$ cat config.mk
export PLATFORM = sky130hd
export DESIGN_NAME = servo_pwm_decoder
export DESIGN_NICKNAME = d
export VERILOG_FILES = /design/src/rtl/servo_pwm_decoder.sv
export SDC_FILE = /design/constraint.sdc
export NUM_CORES = 1
export LEC_CHECK = 0
export ABC_AREA = 1
export CAP_MARGIN = 20
export CORE_MARGIN = 10
export CORE_UTILIZATION = 36
export CTS_BUF_LIST = sky130_fd_sc_hd__clkbuf_2
export DETAILED_ROUTE_END_ITERATION = 12
export PLACE_DENSITY = 0.58
export SETUP_SLACK_MARGIN = 0.1
export SYNTH_ARGS = -nofsm -noshare
export SYNTH_HDL_FRONTEND = slang
export SYNTH_SLANG_ARGS = --single-unit
$ cat constraint.sdc
create_clock -name clk -period 1.9 [get_ports clk]
set_input_delay 0.57 -clock clk [delete_from_list [all_inputs] [get_ports clk]]
set_output_delay 0.57 -clock clk [all_outputs]
set_load 0.05 [all_outputs]
$ cat src/rtl/servo_pwm_decoder.sv
// servo_pwm_decoder
//   Receive end of the gate servo PWM link. Synchronises the incoming servo
//   PWM line, measures each high pulse in clk cycles and checks it against the
//   legal servo pulse window. Reports the last legal width, the decoded gate
//   position and loss of signal.
//
// Ports
//   clk          in   1      system clock
//   reset        in   1      asynchronous, active-low reset
//   pwm_in       in   1      servo PWM line, asynchronous to clk
//   pulse_width  out  CNT_W  width of last legal pulse, cycles
//   pulse_valid  out  1      1-cycle strobe: new legal pulse_width available
//   pulse_error  out  1      1-cycle strobe: pulse too short or too long
//   gate_open    out  1      1 = last legal pulse >= OPEN_THRESH
//   signal_lost  out  1      1 = no rising edge / legal pulse within timeout
//
// State     | meaning
// ----------+---------------------------------------------------------------
// WAIT_LOW  | line not trusted yet; wait for a settled low before measuring
// IDLE      | line low, waiting for a rising edge
// HIGH      | measuring a high pulse in hi_cnt
module servo_pwm_decoder #(
  parameter int CNT_W          = 21,
  parameter int MIN_PULSE      = 50_000,
  parameter int MAX_PULSE      = 100_000,
  parameter int OPEN_THRESH    = 75_000,
  parameter int PERIOD_TIMEOUT = 1_500_000
) (
  input  logic             clk,
  input  logic             reset,
  input  logic             pwm_in,
  output logic [CNT_W-1:0] pulse_width,
  output logic             pulse_valid,
  output logic             pulse_error,
  output logic             gate_open,
  output logic             signal_lost
);

  localparam logic [CNT_W-1:0] ONE_C     = CNT_W'(1);
  localparam logic [CNT_W-1:0] MIN_C     = CNT_W'(MIN_PULSE);
  localparam logic [CNT_W-1:0] OVER_C    = CNT_W'(MAX_PULSE + 1);
  localparam logic [CNT_W-1:0] THRESH_C  = CNT_W'(OPEN_THRESH);
  localparam logic [CNT_W-1:0] TIMEOUT_C = CNT_W'(PERIOD_TIMEOUT);

  typedef enum logic [1:0] {
    WAIT_LOW = 2'd0,
    IDLE     = 2'd1,
    HIGH     = 2'd2
  } state_t;

  state_t           state_q, state_d;
  logic             sync1_q, sync1_d;
  logic             sync2_q, sync2_d;
  logic             pwm_prev_q, pwm_prev_d;
  logic [1:0]       sync_vld_q, sync_vld_d;
  logic [CNT_W-1:0] hi_cnt_q, hi_cnt_d;
  logic [CNT_W-1:0] per_cnt_q, per_cnt_d;
  logic [CNT_W-1:0] pulse_width_q, pulse_width_d;
  logic             pulse_valid_q, pulse_valid_d;
  logic             pulse_error_q, pulse_error_d;
  logic             gate_open_q, gate_open_d;
  logic             signal_lost_q, signal_lost_d;

  logic pwm_s;
  logic rise;
  logic fall;

  assign pwm_s = sync2_q;
  assign rise  = pwm_s & ~pwm_prev_q;
  assign fall  = ~pwm_s & pwm_prev_q;

  always_comb begin
    state_d       = state_q;
    sync1_d       = pwm_in;
    sync2_d       = sync1_q;
    pwm_prev_d    = pwm_s;
    // The synchronizer resets to 0, so its output means nothing until two
    // samples of the real line have passed through it. Without this a line
    // held high across reset release would look like a fresh rising edge.
    sync_vld_d    = {sync_vld_q[0], 1'b1};
    hi_cnt_d      = hi_cnt_q;
    per_cnt_d     = per_cnt_q;
    pulse_width_d = pulse_width_q;
    pulse_valid_d = 1'b0;
    pulse_error_d = 1'b0;
    gate_open_d   = gate_open_q;
    signal_lost_d = signal_lost_q;

    if (rise) begin
      per_cnt_d = '0;
    end else if (per_cnt_q != TIMEOUT_C) begin
      per_cnt_d = per_cnt_q + ONE_C;
    end

    // Fail-safe closed on timeout; a legal pulse below overrides this.
    if (per_cnt_q == TIMEOUT_C) begin
      signal_lost_d = 1'b1;
      gate_open_d   = 1'b0;
    end

    case (state_q)
      WAIT_LOW: begin
        if (sync_vld_q[1] && !pwm_s) begin
          state_d = IDLE;
        end
      end
      IDLE: begin
        if (rise) begin
          hi_cnt_d = ONE_C;
          state_d  = HIGH;
        end
      end
      HIGH: begin
        if (hi_cnt_q >= OVER_C) begin
          pulse_error_d = 1'b1;
          state_d       = WAIT_LOW;
        end else if (fall) begin
          if (hi_cnt_q < MIN_C) begin
            pulse_error_d = 1'b1;
          end else begin
            pulse_valid_d = 1'b1;
            pulse_width_d = hi_cnt_q;
            gate_open_d   = (hi_cnt_q >= THRESH_C);
            signal_lost_d = 1'b0;
          end
          state_d = IDLE;
        end else if (pwm_s) begin
          hi_cnt_d = hi_cnt_q + ONE_C;
        end
      end
      default: begin
        state_d = WAIT_LOW;
      end
    endcase
  end

  always_ff @(posedge clk or negedge reset) begin
    if (!reset) begin
      state_q       <= WAIT_LOW;
      sync1_q       <= 1'b0;
      sync2_q       <= 1'b0;
      pwm_prev_q    <= 1'b0;
      sync_vld_q    <= 2'b00;
      hi_cnt_q      <= '0;
      per_cnt_q     <= '0;
      pulse_width_q <= '0;
      pulse_valid_q <= 1'b0;
      pulse_error_q <= 1'b0;
      gate_open_q   <= 1'b0;
      signal_lost_q <= 1'b1;
    end else begin
      state_q       <= state_d;
      sync1_q       <= sync1_d;
      sync2_q       <= sync2_d;
      pwm_prev_q    <= pwm_prev_d;
      sync_vld_q    <= sync_vld_d;
      hi_cnt_q      <= hi_cnt_d;
      per_cnt_q     <= per_cnt_d;
      pulse_width_q <= pulse_width_d;
      pulse_valid_q <= pulse_valid_d;
      pulse_error_q <= pulse_error_d;
      gate_open_q   <= gate_open_d;
      signal_lost_q <= signal_lost_d;
    end
  end

  assign pulse_width = pulse_width_q;
  assign pulse_valid = pulse_valid_q;
  assign pulse_error = pulse_error_q;
  assign gate_open   = gate_open_q;
  assign signal_lost = signal_lost_q;

endmodule

==> impl_metrics.py <==
metrics = {
    "worst_setup_path": {
        "rr_worst_depth": 11,
        "cp-start-kind": "flip-flop",
        "r2r_end": "hi_cnt_q[1]$_DFFE_PN0P_",
        "cp_cell_sequence": "buf_12",
        "crit_required_ns": 1.33,
        "slowest_delay_ns": 0.60,
        "crit_path_end_kind": "output pin",
        "path_depth": 1,
        "cp-startpoint": "signal_lost$_DFF_PN1_",
        "regToRegStartpoint": "hi_cnt_q[1]$_DFFE_PN0P_",
        "endpoint": "signal_lost",
        "r2r_setup_slack_ns": 0.07,
        "worstPathArrival_ns": 1.28,
        "cp_max_fo": 2,
        "crit_family": "flip-flops",
        "cp_slowest_cell": "dfstp_2",
        "path_class": "reg2out",
        "crit_buf_inv": 1,
    },
    "cells_and_area": {
        "antenna_cells": 0,
        "synthToLayoutAreaGrowth_pct": 36.2,
        "layout.cells.non_filler": 732,
        "mostFrequentLayoutCells": "135 x nand2_1, 67 x nor2_1, 65 x dfrtp_1",
        "drive_gt1_frac": 0.305,
        "fillers": 977,
        "layout_commonest_cell": "nand2_1",
        "stdcell_area_mm2": 0.00525,
        "final_nets": 599,
    },
    "route": {
        "firstDrtPassIters": 5,
        "viasPerCell": 4.83,
        "wl_um": 10100,
        "drc": 0,
        "antenna_left": 0,
        "wl_per_cell_um": 13.8,
        "drt_iter0_drc": 319,
        "dr_total_vias": 3537,
    },
    "placed_design": {
        "placed_area_mm2": 0.00434,
        "hpwl_um": 6260,
        "port_buffers": 27,
        "placed_cells": 683,
        "place_congestion": 0.889,
    },
    "clock_network": {
        "h-tree-depth": 3,
        "clk_pin_slew_ns": 0.21,
        "clk_latency_ns": 0.56,
        "cts_made_buffers": 9,
        "clk_path_buf_depth": 2,
        "cts.sinks": 74,
        "cts-root-buf": "clkbuf_2",
        "tritoncts": "done",
    },
    "die": {
        "die-area_mm2": 0.0153,
        "io_pins": 28,
        "die_width_um": 123,
        "rows": 37,
        "fp.dieH_um": 123,
        "core_area_mm2": 0.0104,
        "start_util": 0.372,
    },
    "timing": {
        "finalCritPeriodShare": 0.973,
        "drv_slew": 0,
        "final_hold_viol_count": 0,
        "finalWorstPathRequiredPeriod_ns": 1.85,
        "max_freq_ghz": 0.541,
        "rsz0062_at_grt": "true",
        "finalSetupViolCount": 0,
        "clock_skew_ns": 0.0354,
        "tns_ns": 0,
    },
    "synthesis": {
        "ys_ff_latch": 74,
        "syn_inst": 515,
        "ys_seq_area_frac": 0.481,
        "netlist.area_leader.share": 0.474,
        "syn_nets": 523,
        "syn_area_mm2": 0.00386,
        "syn_avg_cell_area_um2": 7.49,
        "yosys_warnings": 0,
        "synth.distinct_cells": 32,
        "yosys.area.top_type": "dfrtp_1",
        "synth.area.top_cells": "dfrtp_1 47%, nand2_1 17%, nor2_1 7.4%",
    },
    "global_route": {
        "grt_max_degree": 39,
        "grt_pass1_wl_um": 15200,
        "grt-ovfl-total": 0,
        "antenna_found_initial": 0,
        "track_usage": 0.123,
        "grt_pass1_vias": 3222,
    },
    "power_and_ir_drop": {
        "clockPowerShare": 0.281,
        "power_switching_mw": 1.32,
        "p_leak_nw": 2.70,
        "swShare": 0.327,
        "power_mw": 4.03,
        "p_per_area_mw_per_mm2": 767,
        "p_seq_frac": 0.432,
        "ir_drop_mv": 0.344,
        "internal_power_mw": 2.71,
        "combinationalPowerShare": 0.287,
    },
    "min_path": {
        "hp-class": "reg2reg",
    },
    "job": {
        "maxCapViolCount": 0,
    },
    "outcome": {
        "status": "finished, final reports clean",
    },
}
layout make-up:
| type | count | area, um2 | area share |
|---|---|---|---|
| sequential | 74 | 1860 | 0.355 |
| tap | 136 | 170 | 0.0324 |
| clock inverter | 6 | 106 | 0.0202 |
| timing repair buffer | 78 | 758 | 0.144 |
| inverter | 54 | 203 | 0.0386 |
| multi-input combinational | 374 | 2100 | 0.400 |
| clock buffer | 10 | 50.0 | 0.00953 |
routing by layer:
layer	share of wire	wire length (um)	GRT usage	vias to the layer above
li1	-	-	-	1772
met1	0.48	4900	0.176	1664
met2	0.44	4460	0.173	90
met3	0.063	634	0.0324	11
met4	0.013	131	0.0459	0
met5	0	0	0	-
state kept, by name (all words and copies together) (netlist names):
name         flops
sync_vld_q       2
pwm_prev_q       1
sync1_q          1
pulse_width     21
signal_lost      1
pwm_prev_d       1
per_cnt_q       21
pulse_valid      1
gate_open        1
hi_cnt_q        21
pulse_error      1
state_q          2
worst min-delay path by stage:
stage          depth (start not counted)  slack, ns                      end                     from
2_1_floorplan                          0       0.27      gate_open$_DFF_PN0_                    reset
3_3_place_gp                           0       0.33  sync_vld_q[1]$_DFF_PN0_  sync_vld_q[0]$_DFF_PN0_
3_5_place_dp                           0       0.34     pwm_prev_d$_DFF_PN0_        sync1_q$_DFF_PN0_
4_1_cts                                0       0.38     pwm_prev_d$_DFF_PN0_        sync1_q$_DFF_PN0_
5_1_grt                                0       0.38  sync_vld_q[1]$_DFF_PN0_  sync_vld_q[0]$_DFF_PN0_
6_report                               0       0.37     pwm_prev_d$_DFF_PN0_        sync1_q$_DFF_PN0_
cells in the mapped netlist (all sizes together):
cell type    n
conb         1
nand3       38
a21oi       20
o21a         2
nor2        80
nand3b       4
nor3         7
xnor2        2
dfstp        1
xor2        10
a22oi        1
nand2      173
ha           5
clkbuf       4
o21ai       10
nand4       11
nor3b        2
nor4         1
dfrtp       73
o31ai        1
a211oi       1
a21boi       2
buf         12
inv         54
power by group through the flow:
stage	registers [mW]	logic [mW]	clock network, mW
2_1_floorplan	1.79	0.430	0
3_3_place_gp	1.77	0.651	0
3_5_place_dp	1.78	0.663	0
4_1_cts	1.74	0.749	1.17
5_1_grt	1.76	1.26	1.23
6_report	1.74	1.16	1.13
logic make-up (layout without fill, tap and decap cells):
| group | count (synthesis) | in the layout | share of synthesized area |
|---|---|---|---|
| xor+xnor | 12 | 12 | 0.0273 |
| simple gates | 316 | 319 | 0.346 |
| compound gates | 37 | 37 | 0.0535 |
| flops | 74 | 74 | 0.481 |
| fa+ha+maj | 5 | 5 | 0.0162 |
| buf+inv | 70 | 148 | 0.0753 |
| other cells | 1 | 1 | 0.000972 |
what timing repair did:
action                     4_1_cts  5_1_grt
hold buffers                     1        0
gates cloned                     0        7
gates resized for setup          5      114
setup endpoints to repair       26       49
buffers inserted                 4       21
hold endpoints to repair        26        0
pin swaps                        0       36
stage by stage:
step | utilization | setup WS, ns | hold WS, ns
2_1_floorplan | - | 0.276 | 0.274
3_3_place_gp | 0.418 | 0.168 | 0.333
3_5_place_dp | 0.418 | 0.0871 | 0.336
4_1_cts | 0.439 | -0.00556 | 0.376
5_1_grt | 0.507 | -0.0368 | 0.383
6_report | 0.507 | 0.0515 | 0.372
Note: power is estimated with default switching activity, not from simulation.
